--- src/rtl/voice_pkg.sv ---
// Shared definitions for the voice frame controller: state encoding,
// timeout result code and default sizing.
package voice_pkg;

    typedef enum logic [2:0] {
        ST_IDLE    = 3'd0,
        ST_COLLECT = 3'd1,
        ST_MATCH   = 3'd2,
        ST_TX_REQ  = 3'd3,
        ST_TX_WAIT = 3'd4
    } state_e;

    localparam logic [6:0] RESULT_TIMEOUT      = 7'h7F;
    localparam int         DEFAULT_FRAME_LEN   = 16;
    localparam int         DEFAULT_TIMEOUT_CYC = 4096;

endpackage

--- src/rtl/voice_frame_ctrl_if.sv ---
// Byte stream, recognizer handshake, sample read port and UART transmit
// request of the voice frame controller.
interface voice_frame_ctrl_if
    import voice_pkg::*;
#(
    parameter int FRAME_LEN = DEFAULT_FRAME_LEN
) ();
    localparam int AW = $clog2(FRAME_LEN);

    logic [7:0]    rx_data;
    logic          rx_vld;
    logic          frame_err;
    logic          match_start;
    logic          match_done;
    logic [6:0]    match_result;
    logic [AW-1:0] sample_raddr;
    logic [7:0]    sample_rdata;
    logic          tx_send;
    logic [7:0]    tx_data;
    logic          tx_busy;

    // master is the controller, slave is the UART/recognizer side
    modport master (
        input  rx_data, rx_vld, frame_err, match_done, match_result,
               sample_raddr, tx_busy,
        output match_start, sample_rdata, tx_send, tx_data
    );

    modport slave (
        output rx_data, rx_vld, frame_err, match_done, match_result,
               sample_raddr, tx_busy,
        input  match_start, sample_rdata, tx_send, tx_data
    );
endinterface

--- src/rtl/frame_buf.sv ---
// FRAME_LEN x 8 sample store: one synchronous write port, one
// asynchronous read port, contents not reset.
module frame_buf #(
    parameter int DEPTH = 16,
    parameter int AW    = $clog2(DEPTH)
) (
    input  logic          clk_i,
    input  logic          we_i,
    input  logic [AW-1:0] waddr_i,
    input  logic [7:0]    wdata_i,
    input  logic [AW-1:0] raddr_i,
    output logic [7:0]    rdata_o
);
    logic [7:0] mem_q [DEPTH];

    always_ff @(posedge clk_i) begin
        if (we_i) mem_q[waddr_i] <= wdata_i;
    end

    assign rdata_o = mem_q[raddr_i];
endmodule

--- src/rtl/voice_frame_ctrl.sv ---
// Collects a frame of UART samples, hands it to the recognizer, and sends
// the recognized class (or the timeout code) back over the UART.
module voice_frame_ctrl
    import voice_pkg::*;
#(
    parameter int FRAME_LEN   = DEFAULT_FRAME_LEN,
    parameter int TIMEOUT_CYC = DEFAULT_TIMEOUT_CYC
) (
    input  logic                 clk_i,
    input  logic                 rst_n_i,   // active-high despite the name
    voice_frame_ctrl_if.master   bus_if,
    output logic [6:0]           result_o,
    output logic                 result_vld_o,
    output logic [2:0]           state_o,
    output logic                 overrun_o,
    output logic [7:0]           err_cnt_o
);
    localparam int            AW      = $clog2(FRAME_LEN);
    localparam logic [AW-1:0] LAST    = AW'(FRAME_LEN - 1);
    localparam logic [15:0]   TO_LAST = 16'(TIMEOUT_CYC - 1);

    state_e        state_q;
    logic [AW-1:0] wr_ptr_q;
    logic [15:0]   cnt_q;
    logic [6:0]    result_q;
    logic          result_vld_q, match_start_q, tx_send_q, overrun_q;
    logic [7:0]    err_cnt_q, err_cnt_d;
    logic          good_byte, accepting, buf_we;

    assign good_byte = bus_if.rx_vld & ~bus_if.frame_err;
    assign accepting = (state_q == ST_IDLE) || (state_q == ST_COLLECT);
    assign buf_we    = good_byte & accepting & ~rst_n_i;
    assign err_cnt_d = (err_cnt_q == 8'hFF) ? err_cnt_q : err_cnt_q + 8'd1;

    frame_buf #(.DEPTH(FRAME_LEN), .AW(AW)) u_buf (
        .clk_i   (clk_i),
        .we_i    (buf_we),
        .waddr_i (wr_ptr_q),
        .wdata_i (bus_if.rx_data),
        .raddr_i (bus_if.sample_raddr),
        .rdata_o (bus_if.sample_rdata)
    );

    always_ff @(posedge clk_i) begin
        if (rst_n_i) begin
            state_q       <= ST_IDLE;
            wr_ptr_q      <= '0;
            cnt_q         <= '0;
            result_q      <= '0;
            result_vld_q  <= 1'b0;
            match_start_q <= 1'b0;
            tx_send_q     <= 1'b0;
            overrun_q     <= 1'b0;
            err_cnt_q     <= '0;
        end else begin
            match_start_q <= 1'b0;
            result_vld_q  <= 1'b0;
            if (bus_if.rx_vld && bus_if.frame_err) err_cnt_q <= err_cnt_d;
            if (good_byte && !accepting) overrun_q <= 1'b1;
            case (state_q)
                ST_IDLE, ST_COLLECT: begin
                    if (good_byte) begin
                        wr_ptr_q <= wr_ptr_q + 1'b1;
                        if (wr_ptr_q == LAST) begin
                            state_q       <= ST_MATCH;
                            match_start_q <= 1'b1;
                            cnt_q         <= '0;
                        end else begin
                            state_q <= ST_COLLECT;
                        end
                    end
                end
                ST_MATCH: begin
                    // a done strobe wins over a simultaneous timeout
                    if (bus_if.match_done) begin
                        result_q     <= bus_if.match_result;
                        result_vld_q <= 1'b1;
                        tx_send_q    <= 1'b1;
                        state_q      <= ST_TX_REQ;
                    end else if (cnt_q == TO_LAST) begin
                        result_q     <= RESULT_TIMEOUT;
                        result_vld_q <= 1'b1;
                        tx_send_q    <= 1'b1;
                        state_q      <= ST_TX_REQ;
                    end else begin
                        cnt_q <= cnt_q + 16'd1;
                    end
                end
                ST_TX_REQ: begin
                    if (bus_if.tx_busy) begin
                        tx_send_q <= 1'b0;
                        state_q   <= ST_TX_WAIT;
                    end
                end
                ST_TX_WAIT: begin
                    if (!bus_if.tx_busy) state_q <= ST_IDLE;
                end
                default: state_q <= ST_IDLE;
            endcase
        end
    end

    assign bus_if.match_start = match_start_q;
    assign bus_if.tx_send     = tx_send_q;
    assign bus_if.tx_data     = {1'b0, result_q};
    assign result_o           = result_q;
    assign result_vld_o       = result_vld_q;
    assign state_o            = state_q;
    assign overrun_o          = overrun_q;
    assign err_cnt_o          = err_cnt_q;
endmodule

--- src/flat_wrapper.sv ---
// flat-port wrapper written by rule: the top's interface ports become plain ports
module voice_frame_ctrl_flat import voice_pkg::*;
#(
    parameter int FRAME_LEN   = DEFAULT_FRAME_LEN,
    parameter int TIMEOUT_CYC = DEFAULT_TIMEOUT_CYC
)
  (clk_i, rst_n_i, result_o, result_vld_o, state_o, overrun_o, err_cnt_o, bus_if_rx_data, bus_if_rx_vld, bus_if_frame_err, bus_if_match_done, bus_if_match_result, bus_if_sample_raddr, bus_if_tx_busy, bus_if_match_start, bus_if_sample_rdata, bus_if_tx_send, bus_if_tx_data);
  voice_frame_ctrl_if #(.FRAME_LEN(FRAME_LEN)) bus_if_i ();
  input  logic clk_i;
  input  logic rst_n_i;
  output logic [6:0] result_o;
  output logic result_vld_o;
  output logic [2:0] state_o;
  output logic overrun_o;
  output logic [7:0] err_cnt_o;
  input wire logic [$bits(bus_if_i.rx_data)-1:0] bus_if_rx_data;
  input wire logic [$bits(bus_if_i.rx_vld)-1:0] bus_if_rx_vld;
  input wire logic [$bits(bus_if_i.frame_err)-1:0] bus_if_frame_err;
  input wire logic [$bits(bus_if_i.match_done)-1:0] bus_if_match_done;
  input wire logic [$bits(bus_if_i.match_result)-1:0] bus_if_match_result;
  input wire logic [$bits(bus_if_i.sample_raddr)-1:0] bus_if_sample_raddr;
  input wire logic [$bits(bus_if_i.tx_busy)-1:0] bus_if_tx_busy;
  output wire logic [$bits(bus_if_i.match_start)-1:0] bus_if_match_start;
  output wire logic [$bits(bus_if_i.sample_rdata)-1:0] bus_if_sample_rdata;
  output wire logic [$bits(bus_if_i.tx_send)-1:0] bus_if_tx_send;
  output wire logic [$bits(bus_if_i.tx_data)-1:0] bus_if_tx_data;
  assign bus_if_i.rx_data = bus_if_rx_data;
  assign bus_if_i.rx_vld = bus_if_rx_vld;
  assign bus_if_i.frame_err = bus_if_frame_err;
  assign bus_if_i.match_done = bus_if_match_done;
  assign bus_if_i.match_result = bus_if_match_result;
  assign bus_if_i.sample_raddr = bus_if_sample_raddr;
  assign bus_if_i.tx_busy = bus_if_tx_busy;
  assign bus_if_match_start = bus_if_i.match_start;
  assign bus_if_sample_rdata = bus_if_i.sample_rdata;
  assign bus_if_tx_send = bus_if_i.tx_send;
  assign bus_if_tx_data = bus_if_i.tx_data;
  voice_frame_ctrl #(.FRAME_LEN(FRAME_LEN), .TIMEOUT_CYC(TIMEOUT_CYC)) u_core (.clk_i(clk_i), .rst_n_i(rst_n_i), .bus_if(bus_if_i), .result_o(result_o), .result_vld_o(result_vld_o), .state_o(state_o), .overrun_o(overrun_o), .err_cnt_o(err_cnt_o));
endmodule
--- config.mk ---
export PLATFORM = sky130hd
export DESIGN_NAME = voice_frame_ctrl_flat
export DESIGN_NICKNAME = d
export VERILOG_FILES = /design/src/rtl/voice_pkg.sv /design/src/rtl/voice_frame_ctrl_if.sv /design/src/rtl/frame_buf.sv /design/src/rtl/voice_frame_ctrl.sv /design/src/flat_wrapper.sv
export SDC_FILE = /design/constraint.sdc
export NUM_CORES = 1
export LEC_CHECK = 0
export ABC_AREA = 1
export BUFFER_PORTS_ARGS = -buffer_cell sky130_fd_sc_hd__buf_2
export CORE_ASPECT_RATIO = 1.75
export CORE_MARGIN = 5
export CORE_UTILIZATION = 62
export DETAILED_ROUTE_END_ITERATION = 10
export PLACE_DENSITY = 0.78
export SYNTH_ARGS = -nofsm -noshare
export SYNTH_HDL_FRONTEND = slang
export SYNTH_SLANG_ARGS = --single-unit
--- constraint.sdc ---
create_clock -name clk_i -period 6.5 [get_ports clk_i]
set_clock_uncertainty 0.2 [all_clocks]
set_input_delay 1.3 -clock clk_i [delete_from_list [all_inputs] [get_ports clk_i]]
set_output_delay 1.3 -clock clk_i [all_outputs]
set_load 0.01 [all_outputs]
; Word level (Yosys, flattened, before mapping)
; Memories as Yosys holds them, arrays and structs flattened.
; Cells that the tools add are included.
[totals]
regBits = 42
mem_bits_rw = 128
inputBits = 25
output_inout_bits = 38
elab_cells = 76
memories = 1
[mem_list]
columns = memory, words, word_bits, read_ports, rd_clocked_by_memory_dff, wr, line_no
row1 = u_core.u_buf.mem_q, 16, 8, 1, 0, 1, frame_buf.sv:14  ; logic [7:0] mem_q [DEPTH];
[op_classes]
addsub = 3
eq_ne = 14
n_mux = 23
bitwise = 9
reduce_logical = 17
[op_table]
columns = op, n
row1 = two-way mux 16 bit, 4
row2 = one-hot mux 16 bit (2 select lines), 1
row3 = adder 16 x 1 -> 16 bit (second input constant), 1
row4 = equality test 16 x 12 -> 1 bit (second input constant), 1
row5 = two-way mux 3 bit, 5
row6 = two-way mux 7 bit, 2
row7 = one-hot mux 3 bit (4 select lines), 1
row8 = adder 8 x 1 -> 8 bit (second input constant), 1
row9 = equality test 8 bit (second input constant), 1
row10 = two-way mux 1 bit, 8
row11 = != test 2 bit (second input constant), 4
row12 = equality test 3 x 2 -> 1 bit (second input constant), 2
row13 = inverter 1 bit, 6
row14 = AND reduction 2 bit, 3
row15 = nonzero test 2 bit, 3
row16 = AND reduction 5 bit, 1
row17 = adder 4 x 1 -> 4 bit (second input constant), 1
row18 = equality test 4 bit (second input constant), 1
row19 = != test 2 x 1 -> 1 bit (second input constant), 2
row20 = AND reduction 4 bit, 1
row21 = OR reduction 2 bit, 2
row22 = AND 1 bit, 3
row23 = equality test 3 x 1 -> 1 bit (second input constant), 1
row24 = equality test 3 bit (second input constant), 1
row25 = other kinds (9), 10

; Depth between registers and ports, before layout
[depth]
depth_word = 6
ltp_mapped = 13
depth_no_buf = 12

; By module
; A second synthesis with hierarchy kept.
[unflattened]
hier_cells = 891
hier_area_um2 = 7950.1
[by_module_without_submodules]
columns = module, n_inst, cells_per_inst, area_per_inst_um2, seq_area_each_um2
row1 = frame_buf, 1, 543, 5606.6, 3843.7
row2 = voice_frame_ctrl, 1, 348, 2343.5, 840.8

; Worst setup path before layout
; No wires, ideal clock.
[synth_path]
kind = input -> output
start = input bus_if_sample_raddr[0]
end = output bus_if_sample_rdata[6]
arrival_ns = 2.274
required_ns = 5.000
slack_ns = 2.726
path_stages = 7
n_path_buf = 2
path_cell_list = buf_2 inv_2 clkbuf_1 nor2_1 o211ai_1 o211ai_1 nand2_1
[synth_between]
elab_chain_cells = 1
[synth_lines]
columns = element, line_no
row1 = start: declaration, flat_wrapper.sv:21  ; input wire logic [$bits(bus_if_i.sample_raddr)-1:0] bus_if_sample_raddr;
row2 = memory (16 x 8 bit), --
row3 = end: declaration, flat_wrapper.sv:24  ; output wire logic [$bits(bus_if_i.sample_rdata)-1:0] bus_if_sample_rdata;
; No other way between the ends.

; Worst setup path after layout
[layout_path]
start = input bus_if_sample_raddr[0]
end = output bus_if_sample_rdata[0]
; The elaborated chain is that of the path after synthesis.

==> out/results.txt <==
status: finished, final reports clean
Pins Over Slew Limit: 0
met2 Use GR: 43.54%
clk_lat worst skew: 0.42 ns
RSZ-0062 raised after global routing: false
share of cells above drive strength 1: 18.50%
Net Sw Power: 0.5388 mW
CTS tree: built
launching point of the worst reg2reg path: u_core.state_o[1]
mux share of post-synthesis cell area: 0%
# diodes: 0
port bufs: 61
Sw Share: 23.54%
WL final: 16.91 mm
# setup viols final: 0
fin nets: 830
Synth Cell Area: 0.007626 mm^2
area grow syn2layout: 11.37%
crit-path max FO: 64
initial DRC count: 414
share of power burned in the clock network: 41.9%
number of global-route vias before repair: 5408
number of gates resized after cts: 0
period utilization: 71.29%
vias per cell: 5.702
grt ovf: 0
CP cell instances: buf_2 -> inv_2 -> nor2_1 -> nor2_1 -> o21ai_0 -> o211ai_1 -> nand3_1 -> nand2_1 -> buf_2
RePlAce Congestion: 0.9142
Yosys reg bits: 170
Reg2Reg Setup Slack: 3.66 ns
Hold Path End: u_core.err_cnt_o[4]
Slew headroom: 18.12%
Mapped Cells: 758
worst vdd ir: 207.9 uV
met3 global-route usage: 4.377%
Worst R2R Path Depth: 7
final hold viol count: 0
Cell variety after synth: 37
max-cap viol count: 0
Buf/Inv on CP: 3
Initial Utilization: 63.19%
simple-gate portion of the synthesized area: 18.79%
Net Count, Synth: 789
vias post-DR: 5565
XOR/XNOR Fraction of Synth Area: 0.1148%
Hold Crit Depth: 2
Clock Root Buffer: clkbuf_16
Crit Reg-Reg Endpoint: u_core.cnt_q[0]
GR Util All Layers: 23.71%
Hold WC Path Type: flop to flop
pin count of the biggest net entering global routing: 65
htree depth: 4
Tmin final: 4.634 ns
die width: 93.84 um
GR Util met1: 26.12%
initial antenna violation count: 0
DP HPWL: 11.07 mm
Reg power frac: 51.5%
hold buffer count at cts: 0
syn_area_per_cell: 10.06 um^2
Die Y: 156.7 um
largest family of logic cells by synthesized area: simple AND/OR/NAND/NOR gates
Reg clk slew, reported paths: 0.06 ns
Sink Count: 170
postcts setup bufs: 0
CP top delay family: buffers and inverters
register area share after synthesis: 61.43%
Synth warnings: 0
Pwr Density: 269.5 mW/mm^2
Routed Antenna Nets: 0
hold_sp: u_core.err_cnt_o[4]
Compound-Gate Fraction of Synth Area: 12.42%
crit start category: input port
Critical Path End Type: primary output
global routing's busiest layer: met2
Critical-path top delay cell: inv_2
WP data required: 5.00 ns
Ports: 63
Tightest Pin Transition: 1.219 ns
setup tns final: 0 ns
Synth Area in Adders: 0.9844%
Logic pwr share: 6.5%
core area: 0.01207 mm^2
cell internal pwr: 1.750 mW
CTS max path bufs: 2
FMAX: 215.8 MHz
leakage: 2.994 nW
DRC viols: 0
critical path data arrival time: 3.13 ns
first-pass GRT wire length: 26.57 mm
Inst Count DP: 945
die area: 0.01471 mm^2
Non-Filler Instances: 976
CP peak stage delay: 0.78 ns
Inserted Clock Buffers: 17
Row Count: 53
first-pass detailed-route iteration total: 7
Setup CP Type: input port to primary output
post-DR wirelength/cell: 17.32 um
[cell usage after synthesis]
cell type  number  share of area, %
inv_2           4              0.20
edfxtp_1      128                50
nor3_1          9              0.59
nand3_2        14               1.8
dfxtp_1        42                11
o21ai_1         1             0.066
a21oi_1        11              0.72
buf_12          1              0.26
o21ai_0        92               6.0
nor2_4          2              0.30
nand2_1        87               4.3
nor2_1        153               7.5
nand4_1         4              0.33
nor3_2          1              0.13
o21a_1          1             0.098
o21bai_1        3              0.30
nand3_4         1              0.23
nor4_1          1             0.082
xor2_1          1              0.11
o21ai_2         1              0.11
o211ai_1       32               3.2
buf_1           3              0.15
buf_2           6              0.39
buf_6           3              0.44
a21oi_4         1              0.21
buf_4           9              0.89
nand3_1        30               2.0
nand2_8         1              0.26
and3_1          1             0.082
nor2_2          6              0.49
a21oi_2        15               1.7
nand2_2         7              0.57
conb_1          1             0.049
nor3b_1         1             0.098
ha_1            6              0.98
inv_1          58               2.9
clkbuf_1       21               1.0
[layout make-up]
class | instances | area, um^2
clock buffer | 17 | 425.4
inverter | 62 | 232.7
timing repair buffer | 65 | 335.3
fill | 905 | 3576
tap | 165 | 206.4
multi-input combinational | 483 | 2472
clock inverter | 14 | 136.4
sequential | 170 | 4684
[placed cells by master, fill, tap and decap left out, drive strengths merged]
| cell | instances |
|---|---|
| nor2 | 161 |
| edfxtp | 128 |
| nand2 | 95 |
| o21ai | 94 |
| inv | 68 |
| buf | 65 |
| nand3 | 45 |
| dfxtp | 42 |
| o211ai | 32 |
| a21oi | 27 |
| clkbuf | 17 |
| nor3 | 10 |
| ha | 6 |
| clkinvlp | 5 |
| nand4 | 4 |
| o21bai | 3 |
| clkinv | 2 |
| xor2 | 1 |
| nor3b | 1 |
| and3 | 1 |
| o21a | 1 |
| nor4 | 1 |
| conb | 1 |
| bufinv | 1 |
[tightest hold or removal path: stages, from the launching register on]
cell,delay [ns]
dfxtp_1,0.32
inv_1,0.05
a21oi_1,0.05
[per-stage QoR]
step | setup slack [ns] | hold WS [ns] | total power [mW] | util (%) | instance area [um^2]
detailed placement | 1.894 | 0.2605 | 1.352 | 65.67 | 7926
CTS | 1.894 | 0.2712 | 2.297 | 70.33 | 8488
global placement | 1.972 | 0.2521 | 1.346 | 65.67 | 7926
global route | 1.717 | 0.2954 | 2.364 | 70.37 | 8493
finish | 1.866 | 0.2729 | 2.289 | 70.37 | 8493
floorplan | 2.726 | 0.2785 | 1.302 | - | 7626
[routing by layer]
layer	part of all wire [%]	up-vias
li1	-	2670
met1	37	2625
met2	54	228
met3	5.7	42
met4	3.2	0
met5	0	-
[flip-flops by register name, summed over array words and instances, names as in the netlist]
name and flops:
u_core.wr_ptr_q 4, u_core.u_buf.mem_q 128, u_core.state_o 3, u_core.bus_if.tx_send 1, u_core.err_cnt_o 8, u_core.result_o 7
u_core.result_vld_o 1, u_core.bus_if.match_start 1, u_core.overrun_o 1, u_core.cnt_q 16
[cells by family after synthesis]
group | Yosys count
simple gates | 318
flops | 170
compound gates | 157
buf+inv | 105
fa+ha+maj | 6
xor+xnor | 1
other cells | 1
[power by group through the flow]
stage	Combinational, mW	Sequential [mW]	Clock [mW]
floorplan	0.0966	1.21	0
global placement	0.143	1.20	0
detailed placement	0.149	1.20	0
CTS	0.150	1.18	0.968
global route	0.165	1.18	1.02
finish	0.150	1.18	0.960
[worst max-delay path by stage]
stage | slack [ns] | endpoint | from | cells after the start
after detailed placement | 1.89 | bus_if_sample_rdata[0] | bus_if_sample_raddr[0] | 9
final | 1.87 | bus_if_sample_rdata[0] | bus_if_sample_raddr[0] | 9
after global routing | 1.72 | bus_if_sample_rdata[5] | bus_if_sample_raddr[0] | 9
after CTS | 1.89 | bus_if_sample_rdata[0] | bus_if_sample_raddr[0] | 9
after global placement | 1.97 | bus_if_sample_rdata[7] | bus_if_sample_raddr[0] | 9
after floorplan | 2.73 | bus_if_sample_rdata[6] | bus_if_sample_raddr[0] | 7
(Power assumes the default switching activity.)
